## config.mk

```make
export PLATFORM = sky130hd
export DESIGN_NAME = cache_ctrl_fsm
export DESIGN_NICKNAME = d
export VERILOG_FILES = /design/src/rtl/cache_ctrl_fsm.sv
export SDC_FILE = /design/constraint.sdc
export NUM_CORES = 1
export LEC_CHECK = 0
export BUFFER_PORTS_ARGS = -buffer_cell sky130_fd_sc_hd__buf_2
export CAP_MARGIN = 0
export CORE_ASPECT_RATIO = 1.2
export CORE_MARGIN = 2
export CORE_UTILIZATION = 45
export DETAILED_ROUTE_END_ITERATION = 8
export PLACE_DENSITY = 0.59
export SYNTH_ARGS = -nofsm -noshare
export SYNTH_HDL_FRONTEND = slang
export SYNTH_SLANG_ARGS = --single-unit
```

## constraint.sdc

```tcl
create_clock -name clk -period 4.5 [get_ports clk]
set_input_delay 0.9 -clock clk [delete_from_list [all_inputs] [get_ports clk]]
set_output_delay 0.9 -clock clk [all_outputs]
set_load 0.005 [all_outputs]
```

## src/rtl/cache_ctrl_fsm.sv

```systemverilog
// Set-associative write-back/write-allocate cache controller: tags, valid/dirty, per-set FIFO replacement, flush.
// Define CACHE_CTRL_PERF_EN to build the hit/miss/writeback counters; otherwise the counter ports read 0.
module cache_ctrl_fsm #(
  parameter int unsigned NUM_WAYS    = 2,
  parameter int unsigned SET_BITS    = 3,
  parameter int unsigned OFFSET_BITS = 4,
  parameter int unsigned WAY_BITS    = 1
) (
  input  logic                clk,
  input  logic                reset_n,
  input  logic                req_valid,
  output logic                req_ready,
  input  logic [31:0]         req_addr,
  input  logic                req_write,
  output logic                resp_valid,
  output logic                resp_hit,
  output logic [WAY_BITS-1:0] resp_way,
  input  logic                flush,
  output logic                flush_done,
  output logic                mem_req_valid,
  input  logic                mem_req_ready,
  output logic                mem_req_write,
  output logic [31:0]         mem_req_addr,
  input  logic                mem_resp_valid,
  output logic [SET_BITS-1:0] data_index,
  output logic [WAY_BITS-1:0] data_way,
  output logic                data_fill,
  output logic [31:0]         hit_count,
  output logic [31:0]         miss_count,
  output logic [31:0]         wb_count
);

  localparam int unsigned TAG_BITS = 32 - SET_BITS - OFFSET_BITS;
  localparam int unsigned NUM_SETS = 1 << SET_BITS;

  localparam logic [2:0] S_IDLE       = 3'd0;
  localparam logic [2:0] S_LOOKUP     = 3'd1;
  localparam logic [2:0] S_WB_REQ     = 3'd2;
  localparam logic [2:0] S_RD_REQ     = 3'd3;
  localparam logic [2:0] S_RD_WAIT    = 3'd4;
  localparam logic [2:0] S_RESP       = 3'd5;
  localparam logic [2:0] S_FLUSH_SCAN = 3'd6;
  localparam logic [2:0] S_FLUSH_WB   = 3'd7;

  logic [2:0]          state_q, state_d;
  logic [31:0]         addr_q, addr_d;
  logic                write_q, write_d;
  logic [WAY_BITS-1:0] way_q, way_d;
  logic                from_ptr_q, from_ptr_d;
  logic                resp_hit_q, resp_hit_d;
  logic [SET_BITS-1:0] scan_set_q, scan_set_d;
  logic [WAY_BITS-1:0] scan_way_q, scan_way_d;
  logic                flush_done_q, flush_done_d;

  logic [NUM_WAYS-1:0] valid_q [NUM_SETS];
  logic [NUM_WAYS-1:0] valid_d [NUM_SETS];
  logic [NUM_WAYS-1:0] dirty_q [NUM_SETS];
  logic [NUM_WAYS-1:0] dirty_d [NUM_SETS];
  logic [TAG_BITS-1:0] tag_q   [NUM_SETS][NUM_WAYS];
  logic [TAG_BITS-1:0] tag_d   [NUM_SETS][NUM_WAYS];
  logic [WAY_BITS-1:0] fifo_q  [NUM_SETS];
  logic [WAY_BITS-1:0] fifo_d  [NUM_SETS];

  logic [SET_BITS-1:0] req_idx;
  logic [TAG_BITS-1:0] req_tag;
  logic                hit, inv_found, wb_acc, scan_adv, scan_last;
  logic [WAY_BITS-1:0] hit_way, inv_way, victim_way, fifo_next;
  logic                unused_offset;

  assign req_idx       = addr_q[SET_BITS+OFFSET_BITS-1:OFFSET_BITS];
  assign req_tag       = addr_q[31:SET_BITS+OFFSET_BITS];
  assign unused_offset = ^addr_q[OFFSET_BITS-1:0];
  assign scan_last     = (scan_set_q == SET_BITS'(NUM_SETS - 1)) &&
                         (scan_way_q == WAY_BITS'(NUM_WAYS - 1));
  assign fifo_next     = WAY_BITS'((32'(fifo_q[req_idx]) + 32'd1) % NUM_WAYS);

  // Tag match and lowest-index invalid way for the latched request's set
  always_comb begin
    hit       = 1'b0;
    hit_way   = '0;
    inv_found = 1'b0;
    inv_way   = '0;
    for (int w = 0; w < NUM_WAYS; w++) begin
      if (!hit && valid_q[req_idx][w] && (tag_q[req_idx][w] == req_tag)) begin
        hit     = 1'b1;
        hit_way = WAY_BITS'(w);
      end
      if (!inv_found && !valid_q[req_idx][w]) begin
        inv_found = 1'b1;
        inv_way   = WAY_BITS'(w);
      end
    end
  end

  assign victim_way = inv_found ? inv_way : fifo_q[req_idx];

  always_comb begin
    state_d      = state_q;
    addr_d       = addr_q;
    write_d      = write_q;
    way_d        = way_q;
    from_ptr_d   = from_ptr_q;
    resp_hit_d   = resp_hit_q;
    scan_set_d   = scan_set_q;
    scan_way_d   = scan_way_q;
    flush_done_d = 1'b0;
    valid_d      = valid_q;
    dirty_d      = dirty_q;
    tag_d        = tag_q;
    fifo_d       = fifo_q;
    wb_acc       = 1'b0;
    scan_adv     = 1'b0;
    case (state_q)
      S_IDLE: begin
        if (flush) begin
          state_d    = S_FLUSH_SCAN;
          scan_set_d = '0;
          scan_way_d = '0;
        end else if (req_valid) begin
          addr_d  = req_addr;
          write_d = req_write;
          state_d = S_LOOKUP;
        end
      end
      S_LOOKUP: begin
        if (hit) begin
          way_d      = hit_way;
          resp_hit_d = 1'b1;
          if (write_q) dirty_d[req_idx][hit_way] = 1'b1;
          state_d = S_RESP;
        end else begin
          way_d      = victim_way;
          from_ptr_d = !inv_found;
          resp_hit_d = 1'b0;
          state_d    = (valid_q[req_idx][victim_way] && dirty_q[req_idx][victim_way]) ?
                       S_WB_REQ : S_RD_REQ;
        end
      end
      S_WB_REQ: begin
        if (mem_req_ready) begin
          wb_acc  = 1'b1;
          state_d = S_RD_REQ;
        end
      end
      S_RD_REQ: begin
        if (mem_req_ready) state_d = S_RD_WAIT;
      end
      S_RD_WAIT: begin
        if (mem_resp_valid) begin
          tag_d[req_idx][way_q]   = req_tag;
          valid_d[req_idx][way_q] = 1'b1;
          dirty_d[req_idx][way_q] = write_q;
          if (from_ptr_q) fifo_d[req_idx] = fifo_next;
          state_d = S_RESP;
        end
      end
      S_RESP: state_d = S_IDLE;
      S_FLUSH_SCAN: begin
        if (valid_q[scan_set_q][scan_way_q] && dirty_q[scan_set_q][scan_way_q]) state_d = S_FLUSH_WB;
        else scan_adv = 1'b1;
      end
      S_FLUSH_WB: begin
        if (mem_req_ready) begin
          wb_acc                            = 1'b1;
          dirty_d[scan_set_q][scan_way_q]   = 1'b0;
          scan_adv                          = 1'b1;
        end
      end
      default: state_d = S_IDLE;
    endcase

    // Set-major, way-minor walk; the last entry ends the flush
    if (scan_adv) begin
      if (scan_last) begin
        state_d      = S_IDLE;
        flush_done_d = 1'b1;
      end else begin
        state_d = S_FLUSH_SCAN;
        if (scan_way_q == WAY_BITS'(NUM_WAYS - 1)) begin
          scan_way_d = '0;
          scan_set_d = scan_set_q + SET_BITS'(1);
        end else begin
          scan_way_d = scan_way_q + WAY_BITS'(1);
        end
      end
    end
  end

  always_ff @(posedge clk or negedge reset_n) begin
    if (!reset_n) begin
      state_q      <= S_IDLE;
      addr_q       <= '0;
      write_q      <= 1'b0;
      way_q        <= '0;
      from_ptr_q   <= 1'b0;
      resp_hit_q   <= 1'b0;
      scan_set_q   <= '0;
      scan_way_q   <= '0;
      flush_done_q <= 1'b0;
      for (int s = 0; s < NUM_SETS; s++) begin
        valid_q[s] <= '0;
        dirty_q[s] <= '0;
        fifo_q[s]  <= '0;
        for (int w = 0; w < NUM_WAYS; w++) tag_q[s][w] <= '0;
      end
    end else begin
      state_q      <= state_d;
      addr_q       <= addr_d;
      write_q      <= write_d;
      way_q        <= way_d;
      from_ptr_q   <= from_ptr_d;
      resp_hit_q   <= resp_hit_d;
      scan_set_q   <= scan_set_d;
      scan_way_q   <= scan_way_d;
      flush_done_q <= flush_done_d;
      valid_q      <= valid_d;
      dirty_q      <= dirty_d;
      tag_q        <= tag_d;
      fifo_q       <= fifo_d;
    end
  end

  // Outputs decode the state register, so reset clears them immediately
  assign req_ready     = (state_q == S_IDLE) && !flush;
  assign resp_valid    = (state_q == S_RESP);
  assign resp_hit      = resp_valid && resp_hit_q;
  assign resp_way      = resp_valid ? way_q : '0;
  assign flush_done    = flush_done_q;
  assign mem_req_valid = (state_q == S_WB_REQ) || (state_q == S_RD_REQ) || (state_q == S_FLUSH_WB);
  assign mem_req_write = (state_q == S_WB_REQ) || (state_q == S_FLUSH_WB);
  assign data_fill     = (state_q == S_RD_WAIT) && mem_resp_valid;

  always_comb begin
    mem_req_addr = '0;
    data_index   = req_idx;
    data_way     = way_q;
    case (state_q)
      S_IDLE: begin
        data_index = '0;
        data_way   = '0;
      end
      S_LOOKUP:   data_way = hit ? hit_way : victim_way;
      S_WB_REQ:   mem_req_addr = {tag_q[req_idx][way_q], req_idx, {OFFSET_BITS{1'b0}}};
      S_RD_REQ:   mem_req_addr = {req_tag, req_idx, {OFFSET_BITS{1'b0}}};
      S_FLUSH_SCAN: begin
        data_index = scan_set_q;
        data_way   = scan_way_q;
      end
      S_FLUSH_WB: begin
        data_index   = scan_set_q;
        data_way     = scan_way_q;
        mem_req_addr = {tag_q[scan_set_q][scan_way_q], scan_set_q, {OFFSET_BITS{1'b0}}};
      end
      default: ;
    endcase
  end

`ifdef CACHE_CTRL_PERF_EN
  logic [31:0] hit_cnt_q, hit_cnt_d, miss_cnt_q, miss_cnt_d, wb_cnt_q, wb_cnt_d;

  always_comb begin
    hit_cnt_d  = hit_cnt_q;
    miss_cnt_d = miss_cnt_q;
    wb_cnt_d   = wb_cnt_q;
    if (state_q == S_RESP) begin
      if (resp_hit_q) hit_cnt_d = hit_cnt_q + 32'd1;
      else            miss_cnt_d = miss_cnt_q + 32'd1;
    end
    if (wb_acc) wb_cnt_d = wb_cnt_q + 32'd1;
  end

  always_ff @(posedge clk or negedge reset_n) begin
    if (!reset_n) begin
      hit_cnt_q  <= '0;
      miss_cnt_q <= '0;
      wb_cnt_q   <= '0;
    end else begin
      hit_cnt_q  <= hit_cnt_d;
      miss_cnt_q <= miss_cnt_d;
      wb_cnt_q   <= wb_cnt_d;
    end
  end

  assign hit_count  = hit_cnt_q;
  assign miss_count = miss_cnt_q;
  assign wb_count   = wb_cnt_q;
`else
  logic unused_wb_acc;
  assign unused_wb_acc = wb_acc;
  assign hit_count     = '0;
  assign miss_count    = '0;
  assign wb_count      = '0;
`endif

endmodule

```

==> results of run 1 <==
-- per-stage QoR --
| step | TNS [ns] | utilization | instances |
|---|---|---|---|
| 2_1_floorplan | 0 | - | 2590 |
| 5_1_grt | -0.438 | 0.521 | 3424 |
| 3_3_place_gp | 0 | 0.482 | 3312 |
| 3_5_place_dp | 0 | 0.482 | 3312 |
| 6_report | -0.313 | 0.521 | 3424 |
| 4_1_cts | -0.221 | 0.519 | 3421 |
-- power groups by stage --
stage | logic [mW] | registers, mW | clock network, mW
final | 9.86 | 6.72 | 4.64
after global routing | 10.4 | 6.84 | 4.88
after CTS | 9.56 | 6.66 | 4.69
after detailed placement | 9.09 | 6.72 | 0
after global placement | 8.97 | 6.67 | 0
after floorplan | 6.00 | 6.08 | 0
-- flip-flops by register name, summed over array words and instances (netlist names) --
register,flops
addr_q,28
dirty_q,16
fifo_q,8
flush_done,1
from_ptr_q,1
resp_hit_q,1
scan_set_q,3
scan_way_q,1
state_q,3
tag_q,400
valid_q,16
way_q,1
write_q,1
-- synthesized netlist by cell type, drive strengths merged, types with 3 or more instances --
| master | n |
|---|---|
| and2 | 13 |
| a31oi | 16 |
| nand2 | 216 |
| o22ai | 18 |
| nor2 | 79 |
| a221oi | 25 |
| o21a | 3 |
| nand3 | 47 |
| a22oi | 111 |
| inv | 15 |
| and3 | 4 |
| a21o | 6 |
| nand2b | 28 |
| a22o | 30 |
| mux2 | 435 |
| or3 | 5 |
| o2111ai | 3 |
| nor3b | 3 |
| mux4 | 61 |
| o31ai | 5 |
| nor2b | 8 |
| ha | 4 |
| and4b | 4 |
| dfrtp | 480 |
| nor3 | 34 |
| mux2i | 137 |
| buf | 148 |
| a211oi | 6 |
| o211ai | 13 |
| a221o | 7 |
| or2 | 8 |
| clkbuf | 175 |
| xor2 | 10 |
| nand4 | 20 |
| nor4 | 5 |
| xnor2 | 26 |
| nor4b | 4 |
| nand3b | 4 |
| a32oi | 21 |
| o31a | 8 |
| a21oi | 59 |
| o21ai | 163 |
-- kinds of logic (layout without fill, tap and decap cells) --
family	Yosys count	after routing	share of synthesized area
multiplexers	633	633	0.279
AO/OA/AOI/OAI	510	510	0.123
AND/OR/NAND/NOR	487	487	0.0829
flip-flops	480	480	0.438
buffers and inverters	340	366	0.0638
XOR/XNOR	36	36	0.0115
adder cells (fa/ha/maj)	4	4	0.00182
other	1	100	0.000137
-- cell type report --
cell class,count,area share
timing repair buffer,251,0.0689
clock inverter,20,0.00852
tap,808,0.0320
sequential,480,0.381
clock buffer,78,0.0497
inverter,17,0.00202
multi-input combinational,1770,0.458
-- what timing repair did --
item / in CTS / in global routing
pin swaps: 10 / 9
cloned: 3 / 0
resized for setup: 43 / 17
setup endpoints to repair: 1 / 2
buffers inserted: 8 / 3
-- metal layers --
metal / vias to the layer above / track usage / wire, um / share of wire
li1: 9136 / - / - / -
met1: 11286 / 0.417 / 39700 / 0.39
met2: 1364 / 0.495 / 45700 / 0.45
met3: 327 / 0.0585 / 9240 / 0.092
met4: 0 / 0.172 / 6140 / 0.061
met5: - / 0 / 0 / 0
-- path summary, 6_finish.rpt --
check | slack (ns) | endpoint | depth (start not counted)
max | -0.31 | data_way | 11
min | 0.28 | tag_q[33] | 1
max reg2reg | 0.56 | dirty_q[15] | 12
min reg2reg | 0.48 | fifo_q[2] | 2
max in group asynchronous | 3.23 | addr_q[18] | 2
min in group clk | 0.48 | fifo_q[2] | 2
-- placed cells by master (no fill, tap or decap), types with 53 or more instances in the layout --
cell type  instances
a22oi_1          111
dfrtp_1          474
buf_4            139
nor2_1            66
a21oi_1           59
mux2_2           434
conb_1           100
mux2i_1          124
o21ai_0          144
buf_2             73
clkbuf_16         53
nand2_1          208
mux4_2            61
==> results by group, run 1 <==
Run status
  • Run status: finished with violations
  • Violations in the final reports: setup timing

Clocking
  • Clock tree buffer depth: 3
  • H-tree levels: 2
  • Clk sink count: 480
  • TritonCTS clock tree: yes
  • Hold buffer count at CTS: 0
  • Clock transition at path regs: 0.07 ns
  • Num CTS Buffers: 52
  • Worst skew pair latency: 0.63 ns
  • Root Driver: clkbuf_16

Run
  • Max-Cap Viols: 0

Routing
  • Routed wire length: 101 mm
  • Vias per inst: 6.46
  • Post-DRT Antenna Nets: 0
  • # DRC: 0
  • Via count: 22.1k
  • First-pass detailed-route iteration total: 5
  • DRT iter0 DRCs: 2773
  • Routed WL per cell: 29.4 um

Critical path
  • Crit Path Class: reg2out
  • CP top delay family: simple AND/OR/NAND/NOR gates
  • Cells along the critical path: buf_12, mux4_2, mux2i_1, xnor2_1, nor4_2, nand4_1, nand4b_1, a211oi_2, a21oi_1, a21oi_1, buf_2
  • Crit. Startpoint: addr_q[4]
  • Cell mode on critical path: a21oi_1
  • WP data required: 3.60 ns
  • Critical path arrival: 3.91 ns
  • R2R Path Start: addr_q[4]
  • Crit-path max cell delay: 0.51 ns
  • CP bufs+invs: 2
  • Critical path's slowest cell: mux4_2
  • Crit Path Max Fanout: 10
  • Worst Setup Start Kind: register
  • Crit. End Element: output pin

Power and ir drop
  • Sw Pwr: 8.73 mW
  • Worst IR drop on VDD: 0.345 mV
  • Final Total Pwr: 21.2 mW
  • Comb pwr share: 0.465
  • Cell Int Power: 12.5 mW
  • Sequential power share: 0.317
  • Pwr dens: 672 nW/um^2
  • Lkg Pwr: 14.3 nW
  • Fraction of power consumed by the clock network: 0.219
  • Sw frac: 0.412

Timing
  • Slew at the pin closest to its max-slew limit: 1.18 ns
  • Max Fclk: 208 MHz
  • Worst-case headroom to the max-slew limit: 0.207
  • Setup ws final: -0.313 ns
  • Unrepaired setup endpoints after global routing: true
  • Period utilization: 1.07
  • # setup viols final: 1
  • Final worst path period need: 4.81 ns
  • Pins Over Slew Limit: 0
  • Worst Clk Skew: 0.0211 ns
  • Hold WS: 0.282 ns
  • Final Hold Fails: 0

Synthesis
  • Number of flops mapped to enable cells by yosys: 0
  • Yosys reg bits: 480
  • Netlist Area Pre-Place: 27400 um^2
  • Sequential area share after synthesis: 0.438
  • Yosys cell types: 69
  • Post-Syn Area per Cell: 11.0 um^2
  • Top_reg_cell synth: dfrtp_1
  • Yosys top cell area share: 0.438
  • Synth top area cells: dfrtp_1 44%, mux2_2 18%, mux4_2 5.0%
  • Cells after synthesis: 2491
  • Synth area leader: dfrtp_1
  • Fraction of registers with async set/reset: 1.00
  • Ys Warns: 0

Final layout
  • Final instance area: 31600 um^2
  • Area of the multi-input gates: 14500 um^2
  • Ratio of cells with drive above 1 in the final layout: 0.352
  • Area Overhead vs Synth: 15.1%
  • N_diodes: 0
  • Reg area: 12000 um^2
  • Final nets: 2615
  • FILL cells: 5322

Place
  • Routability Congestion: 0.904
  • Placed Area: 29200 um^2
  • DP Wirelength: 62.0 mm
  • Setup WS pre-CTS: 0.101 ns
  • # port buffers: 74

Die
  • Site Rows: 99
  • Die area: 63000 um^2
  • Core area: 60600 um^2
  • I/O pin cnt: 179
  • Die Width: 229 um
  • Die extent in y: 275 um
  • Initial Util: 0.453

GRT
  • Vias in the first global route: 21.6k
  • Antenna violations before repair: 0
  • First-pass GRT wire length: 147 mm
  • Tot GR Track Use: 0.316
  • Remaining global-route overflow: 0
  • Largest net degree at the start of global routing: 99

Worst hold path
  • Min-Delay Path Class: in2async
No activity file was read; power rests on OpenSTA's default activity.
==> inputs of run 2 (changes only) <==
Settings changed: RECOVER_POWER set to 25.
==> run 2 against run 1 <==
- the run ends with capacitance limit, slew limit, setup timing left
- critical path depth rose by 2
- hold slack improved by 0.20 ns
- power about the same
- clock skew down 0.0027 ns
- global-route usage unchanged
- cell count is the same
- clock-buffer cell count stayed put
- core utilization shrank 0.097 points
- first-iteration DRC count is 1.2% higher
- clock power is essentially flat
- setup slack better by 0.021 ns
- critical path type unchanged
- largest power group unchanged
- highest routed layer unchanged
==> results by group, run 2 (synthesis results as in run 1) <==
Power and ir drop
  • Cell Int Power: 12.5 mW
  • Comb pwr share: 0.465
  • Fraction of power consumed by the clock network: 0.219
  • Worst IR drop on VDD: 0.342 mV
  • Pwr dens: 673 nW/um^2
  • Sw Pwr: 8.72 mW
  • Lkg Pwr: 14.3 nW
  • Sw frac: 0.411
  • Sequential power share: 0.317

Timing
  • Final worst path period need: 4.79 ns
  • Worst Clk Skew: 0.0184 ns
  • Final Hold Fails: 0
  • Unrepaired setup endpoints after global routing: true
  • Period utilization: 1.06
  • Pins Over Slew Limit: 277
  • Setup ws final: -0.292 ns
  • Worst-case headroom to the max-slew limit: -0.368
  • Max Fclk: 209 MHz
  • Hold WS: 0.482 ns
  • # setup viols final: 1
  • Slew at the pin closest to its max-slew limit: 2.05 ns

Place
  • Placed Area: 29200 um^2
  • Setup WS pre-CTS: 0.101 ns
  • # port buffers: 74
  • Routability Congestion: 0.904
  • DP Wirelength: 62.0 mm

Final layout
  • Regs by FF count: tag_q (400), addr_q (28)
  • Most frequent cells in the layout: 474 x dfrtp_1, 434 x mux2_2, 208 x nand2_1
  • Ratio of cells with drive above 1 in the final layout: 0.352
  • Core Util, Final: 0.520
  • Final nets: 2615
  • Area Overhead vs Synth: 14.8%
  • Final instance area: 31500 um^2
  • N_diodes: 0
  • Commonest non-fill, non-tap cell in the layout: dfrtp_1
  • Max reg flops: 400
  • Largest Register: tag_q
  • FILL cells: 5330

Routing
  • Vias per inst: 6.44
  • First-pass detailed-route iteration total: 8
  • Routed WL per cell: 29.4 um
  • Via count: 22.1k
  • # DRC: 0
  • DRT iter0 DRCs: 2806
  • Post-DRT Antenna Nets: 0
  • Routed wire length: 101 mm

GRT
  • Largest net degree at the start of global routing: 99
  • Met2 usage in global routing: 0.495
  • Met3 usage: 0.0585
  • Grt met1 use: 0.417
  • Vias in the first global route: 21.6k
  • Antenna violations before repair: 0
  • GR peak layer: met2
  • First-pass GRT wire length: 147 mm
  • Remaining global-route overflow: 0
  • Tot GR Track Use: 0.316

Run status
  • Violations in the final reports: capacitance limit, slew limit, setup timing
  • Run status: finished with violations

Die
  • I/O pin cnt: 179
  • Die area: 63000 um^2
  • Core area: 60600 um^2
  • Site Rows: 99
  • Die extent in y: 275 um
  • Die Width: 229 um
  • Initial Util: 0.453

Clocking
  • H-tree levels: 2
  • Num CTS Buffers: 52
  • TritonCTS clock tree: yes
  • Root Driver: clkbuf_16
  • Clock transition at path regs: 0.06 ns
  • Hold buffer count at CTS: 0
  • Worst skew pair latency: 0.62 ns
  • Clk sink count: 480
  • Clock tree buffer depth: 3

Critical path
  • WP data required: 3.60 ns
  • R2R depth: 12
  • Crit Path Max Fanout: 8
  • Crit. End Element: output pin
  • Worst Setup Start Kind: register
  • R2R Setup Slk: 0.57 ns
  • Crit Path Class: reg2out
  • R2R Path Start: addr_q[4]
  • FF-to-FF End: dirty_q[15]
  • Critical path arrival: 3.89 ns

Worst hold path
  • Hold_sp: fifo_q[2]
  • Min-Delay Path Class: reg2reg
  • Min-Delay Endpoint: fifo_q[2]
  • Hold Path Depth: 2

Run
  • Max-Cap Viols: 4
-- run 2: cell types whose count changed in the layout (fill, tap and decap cells not counted), sizes merged --
cell,previous run,this run
buf,249,244
clkbuf,78,83
-- run 2: how the worst max path moves through the flow --
stage	startpoint	to	slack (ns)	depth (start not counted)
finish	addr_q[4]	data_way	-0.29	13
global route	addr_q[4]	data_way	-0.44	13
CTS	addr_q[4]	data_way	-0.22	12
detailed placement	addr_q[4]	data_way	0.10	13
global placement	addr_q[4]	data_way	0.07	13
floorplan	addr_q[4]	data_way	0.93	11
-- run 2: worst max-delay path, cell delays in order, from the launching register on --
cell and delay [ns]:
dfrtp_4 0.50, buf_12 0.21, buf_12 0.13, buf_16 0.11, mux4_2 0.51, mux2i_2 0.22, xor2_1 0.16, nand2_1 0.14
or4_4 0.55, nor4_4 0.27, a211oi_2 0.10, a21oi_1 0.16, a21oi_1 0.08, buf_2 0.13
-- run 2: layout make-up --
class                   count  area, um^2  share of cell area
clock buffers              78        1570              0.0498
multi-input cells        1770       14500               0.459
flip-flops and latches    480       12000               0.382
clock inverters            20         269             0.00854
well taps                 808        1010              0.0321
inverters                  17        63.8             0.00202
repair buffers            251        2120              0.0672
-- run 2: timing repair --
item                       in CTS  in global routing
cloned                          3                  0
buffers inserted                8                  3
hold endpoints to repair        0                  0
resized for setup              43                 17
setup endpoints to repair       1                  2
pin swaps                      10                  9
-- run 2: power by group through the flow --
stage	clock network, mW	logic, mW	registers [mW]
6_report	4.64	9.85	6.71
5_1_grt	4.88	10.3	6.84
4_1_cts	4.69	9.56	6.66
3_5_place_dp	0	9.09	6.72
3_3_place_gp	0	8.97	6.67
2_1_floorplan	0	6.00	6.08
-- run 2: per-stage QoR --
step	TNS (ns)	cells	power, mW
global route	-0.438	3424	22.1
floorplan	0	2590	12.1
global placement	0	3312	15.6
finish	-0.292	3424	21.2
detailed placement	0	3312	15.8
CTS	-0.221	3421	20.9
-- run 2: metal layers --
| layer | routed length (um) | share of wire |
|---|---|---|
| met4 | 6000 | 0.060 |
| met3 | 9340 | 0.093 |
| met2 | 45800 | 0.45 |
| met5 | 0 | 0 |
| met1 | 39600 | 0.39 |
